`config.mk`:
```
export PLATFORM = sky130hd
export DESIGN_NAME = fft4_frame_loader
export DESIGN_NICKNAME = d
export VERILOG_FILES = /design/src/rtl/fft_pkg.sv /design/src/rtl/fft4_bank.sv /design/src/rtl/fft4_frame_loader.sv
export SDC_FILE = /design/constraint.sdc
export NUM_CORES = 1
export LEC_CHECK = 0
export ABC_AREA = 1
export ABC_CLOCK_PERIOD_IN_PS = 1900
export CAP_MARGIN = 20
export CORE_MARGIN = 2
export CORE_UTILIZATION = 42
export DETAILED_ROUTE_END_ITERATION = 10
export GPL_TIMING_DRIVEN = 0
export HOLD_SLACK_MARGIN = 0.05
export PLACE_DENSITY_LB_ADDON = 0.1
export SYNTH_ARGS = -nofsm -noshare
export SYNTH_HDL_FRONTEND = slang
export SYNTH_HIERARCHICAL = 1
export SYNTH_SLANG_ARGS = --single-unit
```
`constraint.sdc`:
```
create_clock -name clk -period 1.9 [get_ports clk]
set_input_delay 0.285 -clock clk [delete_from_list [all_inputs] [get_ports clk]]
set_output_delay 0.285 -clock clk [all_outputs]
set_load 0.01 [all_outputs]
```
`src/rtl/fft_pkg.sv`:
```
// fft_pkg: shared sample geometry and index helpers for the 4-point FFT datapath.
package fft_pkg;
  localparam int DW = 16;
  localparam int N_PTS = 4;
  localparam int RE_MSB = DW - 1;
  localparam int RE_LSB = DW / 2;
  localparam int IM_MSB = DW / 2 - 1;
  localparam int IM_LSB = 0;
  typedef logic [DW-1:0] sample_t;
  function automatic logic [1:0] brev2(input logic [1:0] idx);
    return {idx[0], idx[1]};
  endfunction
endpackage

```
`src/rtl/fft4_bank.sv`:
```
// fft4_bank: one 4-slot frame buffer with indexed write, zero-fill of the tail
// on early close, and a full flag set on close / cleared on consume.
module fft4_bank
  import fft_pkg::*;
#(
  parameter int W = DW
) (
  input  logic                    clk,
  input  logic                    rst_n,
  input  logic                    i_we,
  input  logic [1:0]              i_idx,
  input  logic [W-1:0]            i_data,
  input  logic                    i_zfill,
  input  logic                    i_close,
  input  logic                    i_clr,
  output logic [N_PTS-1:0][W-1:0] o_x,
  output logic                    o_full
);
  logic [N_PTS-1:0][W-1:0] r_x;
  logic                    r_full;
  always_ff @(posedge clk or negedge rst_n) begin
    if (!rst_n) begin
      r_x    <= '0;
      r_full <= 1'b0;
    end else begin
      for (int j = 0; j < N_PTS; j++)
        if (i_we && j == int'(i_idx)) r_x[j] <= i_data;
        else if (i_zfill && j > int'(i_idx)) r_x[j] <= '0;
      r_full <= i_clr ? 1'b0 : (i_close ? 1'b1 : r_full);
    end
  end
  assign o_x    = r_x;
  assign o_full = r_full;
endmodule

```
`src/rtl/fft4_frame_loader.sv`:
```
// fft4_frame_loader: gathers serial complex samples into ping-pong 4-sample
// frames and presents each frame in parallel (optionally bit-reversed).
module fft4_frame_loader
  import fft_pkg::*;
#(
  parameter int DW     = fft_pkg::DW,
  parameter bit BITREV = 1'b1
) (
  input  logic          clk,
  input  logic          rst_n,
  input  logic          s_valid,
  output logic          s_ready,
  input  logic [DW-1:0] s_data,
  input  logic          s_last,
  output logic          m_valid,
  input  logic          m_ready,
  output logic [DW-1:0] o0,
  output logic [DW-1:0] o1,
  output logic [DW-1:0] o2,
  output logic [DW-1:0] o3,
  output logic          frame_err
);
  logic                              r_wr_bank, r_rd_bank, r_err;
  logic [1:0]                        r_wr_idx;
  logic [1:0]                        w_full;
  logic [1:0][N_PTS-1:0][DW-1:0]     w_x;
  logic [N_PTS-1:0][DW-1:0]          w_o;
  logic                              w_acc, w_close, w_cons;
  assign s_ready = !w_full[r_wr_bank];
  assign m_valid = w_full[r_rd_bank];
  assign w_acc   = s_valid && s_ready;
  assign w_close = w_acc && (s_last || r_wr_idx == 2'd3);
  assign w_cons  = m_valid && m_ready;
  // A bank is never written while full and never consumed while empty, so
  // close and consume can never hit the same bank in one cycle.
  for (genvar b = 0; b < 2; b++) begin : g_bank
    fft4_bank #(.W(DW)) u_bank (
      .clk     (clk),
      .rst_n   (rst_n),
      .i_we    (w_acc && r_wr_bank == 1'(b)),
      .i_idx   (r_wr_idx),
      .i_data  (s_data),
      .i_zfill (w_close && s_last && r_wr_bank == 1'(b)),
      .i_close (w_close && r_wr_bank == 1'(b)),
      .i_clr   (w_cons && r_rd_bank == 1'(b)),
      .o_x     (w_x[b]),
      .o_full  (w_full[b])
    );
  end
  always_ff @(posedge clk or negedge rst_n) begin
    if (!rst_n) begin
      r_wr_bank <= 1'b0;
      r_rd_bank <= 1'b0;
      r_wr_idx  <= 2'd0;
      r_err     <= 1'b0;
    end else begin
      if (w_acc) r_wr_idx <= w_close ? 2'd0 : r_wr_idx + 2'd1;
      if (w_close) r_wr_bank <= !r_wr_bank;
      if (w_cons) r_rd_bank <= !r_rd_bank;
      r_err <= w_close && s_last && r_wr_idx != 2'd3;
    end
  end
  always_comb begin
    w_o = '0;
    for (int k = 0; k < N_PTS; k++)
      w_o[k] = m_valid ? w_x[r_rd_bank][BITREV ? brev2(2'(k)) : 2'(k)] : '0;
  end
  assign o0        = w_o[0];
  assign o1        = w_o[1];
  assign o2        = w_o[2];
  assign o3        = w_o[3];
  assign frame_err = r_err;
endmodule

```
# Yosys cells after proc, flatten, opt, wreduce, memory -nomap -nowiden
# Cells that the tools add are included.
# Widths: inputs -> output; s select.
[totals]
word_cells = 94
register_bits = 135
inputBits = 21
[classes]
reduce_logical = 40
eq_ne = 5
add_sub_neg = 1
bitwise = 2
magnitude_cmp = 5
mux = 27
[op_table]
columns = ["operator", "n"]
rows = [
  ["$mux 16", 16],
  ["$mux 64", 2],
  ["$logic_and 1x1->1", 27],
  ["$reduce_bool 2->1", 8],
  ["$mux 1", 8],
  ["$eq 2x2->1 const A", 2],
  ["$gt 2x2->1 const A", 2],
  ["$lt 1x2->1 const B", 2],
  ["$logic_not 1->1", 3],
  ["$add 2x1->2 const B", 1],
  ["$eq 1x2->1 const A", 1],
  ["$eq 2x2->1 const B", 1],
  ["$gt 1x2->1 const A", 1],
  ["$logic_not 2->1", 1],
  ["$mux 2", 1],
  ["$ne 2x2->1 const B", 1],
  ["$not 1->1", 2],
  ["$logic_or 1x1->1", 1],
]

# Depth between registers and ports, before layout
# Gate-level depths: netlist (run 1).
[logic_depth]
depth_word = 10
mapped_depth = 8
depth_no_buf = 7

# Cells and area by module
# Netlist (run 1), hierarchy kept.
[by_module_without_submodules]
columns = ["mod", "cells_per_inst", "area_per_inst_um2", "seq_area_each_um2", "n_inst"]
rows = [
  ["fft4_bank", 295, 2768.9, 1626.6, 2],
  ["fft4_frame_loader", 386, 1617.8, 125.1, 1],
]

# Worst setup path after synthesis (run 1)
# No wires, ideal clock.
[synth_path]
path_type = "register to register"
startpoint = "register r_wr_bank"
endpoint = "register g_bank[0].u_bank.r_x, in the netlist g_bank[0].u_bank/o_x[53]"
synth_period_minus_slack_ps = 1683
required_ps = 1783
setup_time_ps = 117
path_buffers = 1
setup_slack_ps = 217
arrival_ps = 1565
stages_incl_launch_ff = 9
path_cell_list = "dfrtp_1 inv_1 nand2_1 nand3_1 nor3_1 nand2_1 buf_4 nand3_1 nand2_1"
[synth_via]
elab_chain_len = 9
word_cells_on_any_way = 13
cone_classes = "mux (3); bitwise (1); reduce/logical (9)"
[synth_rtl]
columns = ["item", "line", "rtl"]
rows = [
  ["from (decl)", "fft4_frame_loader.sv:23", "logic r_wr_bank, r_rd_bank, r_err;"],
  ["from (signal assigned)", "fft4_frame_loader.sv:58", "if (w_close) r_wr_bank <= !r_wr_bank;"],
  ["$mux 1 (implied by the code) (2 in a row)", "fft4_frame_loader.sv:29", "assign s_ready = !w_full[r_wr_bank];"],
  ["$logic_not 1->1", "fft4_frame_loader.sv:29", ""],
  ["$logic_and 1x1->1", "fft4_frame_loader.sv:31", "assign w_acc = s_valid && s_ready;"],
  ["$logic_and 1x1->1", "fft4_frame_loader.sv:32", "assign w_close = w_acc && (s_last || r_wr_idx == 2'd3);"],
  ["$logic_and 1x1->1 (2 in a row)", "fft4_frame_loader.sv:43", ".i_zfill (w_close && s_last && r_wr_bank == 1'(b)),"],
  ["$logic_and 1x1->1", "fft4_bank.sv:28", "else if (i_zfill && j > int'(i_idx)) r_x[j] <= '0;"],
  ["$reduce_bool 2->1 (no source line)", "n/a", ""],
  ["to (decl)", "fft4_bank.sv:19", "logic [N_PTS-1:0][W-1:0] r_x;"],
]
# Several ways; a longest one is shown, not always the timed one. The select of a mux whose other input is x is not followed.
# A chain may end at the register's enable or synchronous reset.

# Worst setup path after layout (run 1)
[layout_path]
startpoint = "register r_rd_bank"
endpoint = "output o2[15]"
[layout_via]
elab_chain_len = 3
word_cells_on_any_way = 5
cone_classes = "mux (5)"
[layout_rtl]
columns = ["item", "line", "rtl"]
rows = [
  ["from (decl)", "fft4_frame_loader.sv:23", ""],
  ["from (signal assigned)", "fft4_frame_loader.sv:59", "if (w_cons) r_rd_bank <= !r_rd_bank;"],
  ["$mux 64 / $mux 1 (equally long branches)", "n/a", ""],
  ["$mux 64 (implied by the code) / $mux 1 (equally long branches)", "fft4_frame_loader.sv:66, fft4_frame_loader.sv:30", ""],
  ["$mux 16 (*)", "fft4_frame_loader.sv:66", "w_o[k] = m_valid ? w_x[r_rd_bank][BITREV ? brev2(2'(k)) : 2'(k)] : '0;"],
  ["to (decl)", "fft4_frame_loader.sv:19", "output logic [DW-1:0] o2,"],
]
# Every way passes the cells marked *; elsewhere a longest branch is shown, timed or not. The select of a mux whose other input is x is not followed.

==> results.cfg, run 1 <==
[floorplan]
rows = 47
die_height_um = 135
die_area_um2 = 18100
ios = 88
initial_utilization = 0.430
die_w_um = 135
core-area_um2 = 16600

[critical_path]
cp-end-kind = output pin
path_cells = inv_2 > buf_6 > o21ai_4 > buf_6 > buf_4 > buf_6 > buf_6 > buf_6 > nand2_4 > inv_2 > buf_6
critPathMaxStageDelay_ns = 0.39
crit_arrival_ns = 1.90
start_kind = flop
critPathSlowestCell = dfrtp_1
worstSetupStartpoint = r_rd_bank
r2r_start = g_bank[0].u_bank/o_full
worstSetupPathType = flop to output pin
path_common_cell = buf_6
crit_fanout = 3
worstPathRequired_ns = 1.62

[clock_tree]
clkTransAtPathRegs_ns = 0.06
cts-root-buf = clkbuf_16
clk_latency_ns = 0.43
cts_sinks = 135
ctsHtreeMaxLevel = 4
cts-buffers-inserted = 17
cts.path.max_buffers = 2
tritoncts = done

[timing]
hold_viol_final = 0
fin_tns_setup_ns = -12.72
setup_viol = 64
tightest_slew_ns = 0.679
fmax_mhz = 457
post-route-min-period_ns = 2.19
max-slew-margin-rel = 0.546
rsz0062_at_grt = true
skew_ns = 0.00563
setup_slack_ns = -0.289
timing.final.crit_share = 1.15
drv_slew = 0

[yosys]
synthSimpleGateAreaFrac = 0.430
synth-seq-area-share = 0.472
yosysWarnings = 6
ys_ff_latch = 135
synth_top_area_share = 0.472
ys_types = 20
synth_edf_count = 0
synthesis.area_um2 = 7160
synthAdderAreaFrac = 0.00175
postSynthAreaPerCell_um2 = 7.33
synth_top_area_cell = dfrtp_1
postSynthNetCount = 998
synthMuxAreaShare = 0
synthTopCellsByArea = dfrtp_1 47%, nand2_1 23%, nand3_1 9.2%
synth_compound_area_frac = 0.00245
synth_top_family_by_area = simple AND/OR/NAND/NOR gates
synth_ff_type = dfrtp_1
async_flop_share = 1.00
netlist_instances = 976
synth-xor-area-share = 0

[power_and_ir_drop]
p_total_w = 0.0170
power_density_nw_per_um2 = 1740
max-vdd-ir-drop_mv = 1.14
leakage_nw = 5.69

[job]
maxCapViolCount = 0

[routing]
viasPerCell = 5.34
dr.first_iter.drc_count = 866
antenna_left = 0
drt_wl_total_um = 24300
drc = 0
via_count = 7260
wire_per_inst_um = 17.9
drtPass1Iterations = 5

[grt]
grt_use_met1 = 0.388
antenna_found_initial = 0
track_usage = 0.273
grt_pass1_vias = 6646
grt_first_pass_wirelength_um = 37500
met3_usage = 0.0608
grt_max_degree = 88
gr-total-overflow = 0
grt-busiest-layer = met2
use_met2 = 0.403

[placement]
gp_congestion = 0.833
dp.final_hpwl_um = 15000
dpl_worst_slack_ns = -0.602
port_buffers = 87
dpl-instance-area_um2 = 8330

[cells_and_area]
syn2layout_area_growth_pct = 36.7
drive_gt1_frac = 0.277
fin_nets = 1150
post-route-util = 0.588
final_area_um2 = 9780
antenna_cells = 0
fill_cells = 1589
ff_latch_area_um2 = 3380
multiInputGateArea_um2 = 3430

[hold_path]
hold_class = input port to asynchronous set/reset pin

[run_status]
violations = setup timing
outcome = finished, violations left
==> per-stage QoR <==
step | hold WS, ns | instances
3_5_place_dp | 0.252 | 1284
2_1_floorplan | -0.0106 | 976
6_report | 0.354 | 1359
5_1_grt | 0.389 | 1359
4_1_cts | 0.368 | 1358
3_3_place_gp | 0.454 | 1283
==> power by group <==
part | switching, W | internal, W | total, W
sequential | 0.000600 | 0.00395 | 0.00455
combinational | 0.00535 | 0.00395 | 0.00931
clock | 0.00122 | 0.00195 | 0.00317
==> state kept, by name (all words and copies together), names as in the netlist <==
name	cells
g_bank.u_bank/o_full	2
r_rd_bank	1
r_wr_bank	1
g_bank.u_bank/o_x	128
frame_err	1
r_wr_idx	2
==> cells by family (layout without fill, tap and decap cells) <==
family,Yosys count,after routing
and+or+nand+nor,688,688
adders and majority gates,1,1
buffers and inverters,149,312
AOI/OAI and AO/OA,3,3
DFF,135,135
==> cells in the mapped netlist, types with 2 or more instances <==
cell type,count
nand2_2,4
inv_2,10
buf_6,2
nand3_1,131
clkbuf_1,6
inv_1,68
buf_2,46
nand2_1,435
buf_1,6
nand4_1,97
dfrtp_1,135
nor2_8,2
nand3_2,6
buf_4,11
nor3_1,4
nor2_1,9
==> cell type report <==
class                           count  area share
Clock buffer                       27      0.0525
Timing Repair Buffer              135       0.135
Sequential cell                   135       0.346
Inverter                           78      0.0302
Buffer                             69      0.0537
Multi-Input combinational cell    692       0.351
Clock inverter                      3     0.00409
Tap cell                          220      0.0281
==> placed cells by master, fill, tap and decap left out, types with 7 or more instances in the layout <==
master	synthesis	final
nand2_2	4	55
inv_2	10	32
nand4_1	97	97
buf_8	0	8
nand2_1	435	368
buf_4	11	26
nor2_1	9	7
dfrtp_1	135	134
clkbuf_4	0	8
clkbuf_1	6	9
nand3_1	131	130
clkbuf_16	0	18
buf_6	2	60
clkdlybuf4s50_1	0	20
buf_2	46	59
nand2_4	0	16
inv_1	68	45
==> worst paths after layout <==
path                       slack [ns]  depth (start not counted)                        to
max in group asynchronous        0.74                          3  g_bank[1].u_bank/o_x[61]
min                              0.35                          2  g_bank[0].u_bank/o_x[44]
min in group clk                 0.47                          2   g_bank[0].u_bank/o_x[7]
min reg2reg                      0.47                          2   g_bank[0].u_bank/o_x[7]
max                             -0.29                         11                    o2[15]
max reg2reg                      0.07                          9  g_bank[1].u_bank/o_x[25]
==> worst max-delay path: cells and delay by family, from the launching register on <==
family / cells / cell delay (ns)
buf+inv: 9 / 0.96
flops: 1 / 0.39
compound gates: 1 / 0.06
simple gates: 1 / 0.06
==> what timing repair did <==
item,in CTS,in global routing
gates cloned,11,1
hold buffers,1,0
hold endpoints to repair,48,0
setup buffers,34,5
pin swaps,6,8
resized for setup,400,107
endpoints found under the setup margin,193,131
==> metal layers <==
| layer | part of all wire | up-vias |
|---|---|---|
| li1 | - | 3467 |
| met1 | 0.44 | 3450 |
| met2 | 0.45 | 295 |
| met3 | 0.078 | 48 |
| met4 | 0.033 | 0 |
| met5 | 0 | - |
(Power assumes the default switching activity.)
==> run 2, diff against run 1 <==
--- a/config.mk
+++ b/config.mk
@@ -8,8 +8,10 @@
 export ABC_AREA = 1
 export ABC_CLOCK_PERIOD_IN_PS = 1900
 export CAP_MARGIN = 20
+export CELL_PAD_IN_SITES_DETAIL_PLACEMENT = 1
+export CELL_PAD_IN_SITES_GLOBAL_PLACEMENT = 2
 export CORE_MARGIN = 2
-export CORE_UTILIZATION = 42
+export CORE_UTILIZATION = 32
 export DETAILED_ROUTE_END_ITERATION = 10
 export GPL_TIMING_DRIVEN = 0
 export HOLD_SLACK_MARGIN = 0.05
==> run 2 against run 1 <==
First-iteration DRC count decreased by 55%; largest cell class unchanged; critical path type unchanged; flip-flop and latch count unchanged; the run still ends with setup timing left; via count up 1.8%; non-clock buffer count grew 8; setup slack better by 0.099 ns; count of clock-buffer cells in the layout fell by 5; total power increased by 6.3%; die area increased by 30%; clock power up 3%.
==> results.cfg, run 2 (synthesized netlist as in run 1, its figures left out) <==
[clock_tree]
ctsHtreeMaxLevel = 4
cts_sinks = 135
clkTransAtPathRegs_ns = 0.06
cts-root-buf = clkbuf_16
clk_latency_ns = 0.43
cts.path.max_buffers = 2
tritoncts = done
cts-buffers-inserted = 17

[job]
maxCapViolCount = 0

[cells_and_area]
antenna_cells = 0
fin_nets = 1158
drive_gt1_frac = 0.333
final_cell_mix = 337 x nand2_1, 134 x dfrtp_1, 123 x nand3_1
largest_register_ffs = 128
final_common_cell = nand2_1
syn2layout_area_growth_pct = 45.8
post-route-util = 0.477

[routing]
antenna_left = 0
dr.first_iter.drc_count = 392
wire_per_inst_um = 19.9
drt_wl_total_um = 28400
via_count = 7388
viasPerCell = 5.17
drc = 0
drtPass1Iterations = 5

[grt]
grt_pass1_vias = 7314
track_usage = 0.235
gr-total-overflow = 0
grt_first_pass_wirelength_um = 42500
grt_max_degree = 80
antenna_found_initial = 0

[floorplan]
die_height_um = 154
ios = 88
rows = 54
die_w_um = 154
initial_utilization = 0.327
die_area_um2 = 23600
core-area_um2 = 21900

[power_and_ir_drop]
power_density_nw_per_um2 = 1730
p_total_w = 0.0181
max-vdd-ir-drop_mv = 0.883
leakage_nw = 5.92

[timing]
timing.final.crit_share = 1.10
fmax_mhz = 479
skew_ns = 0.00774
tightest_slew_ns = 0.735
max-slew-margin-rel = 0.508
rsz0062_at_grt = true
drv_slew = 0
setup_viol = 64
hold_viol_final = 0
post-route-min-period_ns = 2.09
setup_slack_ns = -0.190

[placement]
port_buffers = 87
dp.final_hpwl_um = 17700
gp_congestion = 0.797

[critical_path]
crit_buf_inv = 6
r2r_setup_slack_ns = 0.02
path_cells = inv_2 > buf_6 > buf_12 > buf_4 > nand2_1 > nand2_2 > nand2_4 > inv_2 > buf_6
start_kind = flop
worstSetupPathType = flop to output pin
worstPathRequired_ns = 1.62
critPathMaxStageDelay_ns = 0.38
crit_arrival_ns = 1.80
r2r_cells = 11
critPathSlowestCell = dfrtp_1
r2r-end = g_bank[0].u_bank/o_x[33]
worstSetupStartpoint = r_rd_bank
path_delay_family = buffers and inverters
crit_fanout = 7
r2r_start = g_bank[0].u_bank/o_full
cp-end-kind = output pin

[run_status]
outcome = finished, violations left
violations = setup timing

[hold_path]
hold_class = input port to asynchronous set/reset pin
run 2: changes by cell type in the layout (fill, tap and decap cells not counted), sizes merged:
cell      previous run  this run
clkinvlp             0         1
clkinv               2         6
bufinv               1         2
buf                167       173
bufbuf               1         0
clkbuf              41        39
run 2: layout make-up:
class	count	area, um^2
plain buffers	66	564
clock buffers	22	464
clock inverters	9	101
fillers	2679	11500
inverters	78	293
multi-input cells	692	3670
flip-flops and latches	135	3380
well taps	280	350
repair buffers	146	1600
run 2: metal layers:
layer,up-vias,global-route usage,share of wire
li1,3488,-,-
met1,3728,0.327,0.46
met2,148,0.386,0.48
met3,24,0.0296,0.037
met4,0,0.0633,0.016
met5,-,0,0
run 2: worst max-delay path by stage:
stage	endpoint	slack, ns	depth (start not counted)
6_report	o2[15]	-0.19	9
5_1_grt	o1[8]	-0.28	10
4_1_cts	o3[2]	-0.22	9
3_5_place_dp	g_bank[0].u_bank/o_x[53]	-0.71	7
3_3_place_gp	g_bank[0].u_bank/o_x[55]	-5.38	1
2_1_floorplan	g_bank[0].u_bank/o_x[53]	0.22	8
run 2: report_power, final:
group          leakage (nW)  switching [W]  internal, W  total (W)
clock network         0.279        0.00128      0.00198    0.00326
logic                  3.87        0.00583      0.00438     0.0102
registers              1.77       0.000676      0.00395    0.00462
run 2: what timing repair did:
action	4_1_cts	5_1_grt
endpoints found under the setup margin	194	171
cloned	5	6
setup buffers	28	20
hold buffers	1	0
resized for setup	401	226
pin swaps	4	29
endpoints found under the hold margin	56	0
run 2: per-stage QoR:
step                setup TNS [ns]  hold WS, ns  setup slack (ns)  std cells  area [um^2]
global route                -12.14        0.430            -0.276       1428        10400
CTS                          -9.04        0.410            -0.222       1408         9560
finish                       -6.15        0.386            -0.190       1428        10400
floorplan                        0      -0.0106             0.217        976         7160
global placement           -813.86        0.453             -5.38       1343         8380
detailed placement          -89.70        0.304            -0.713       1344         8410
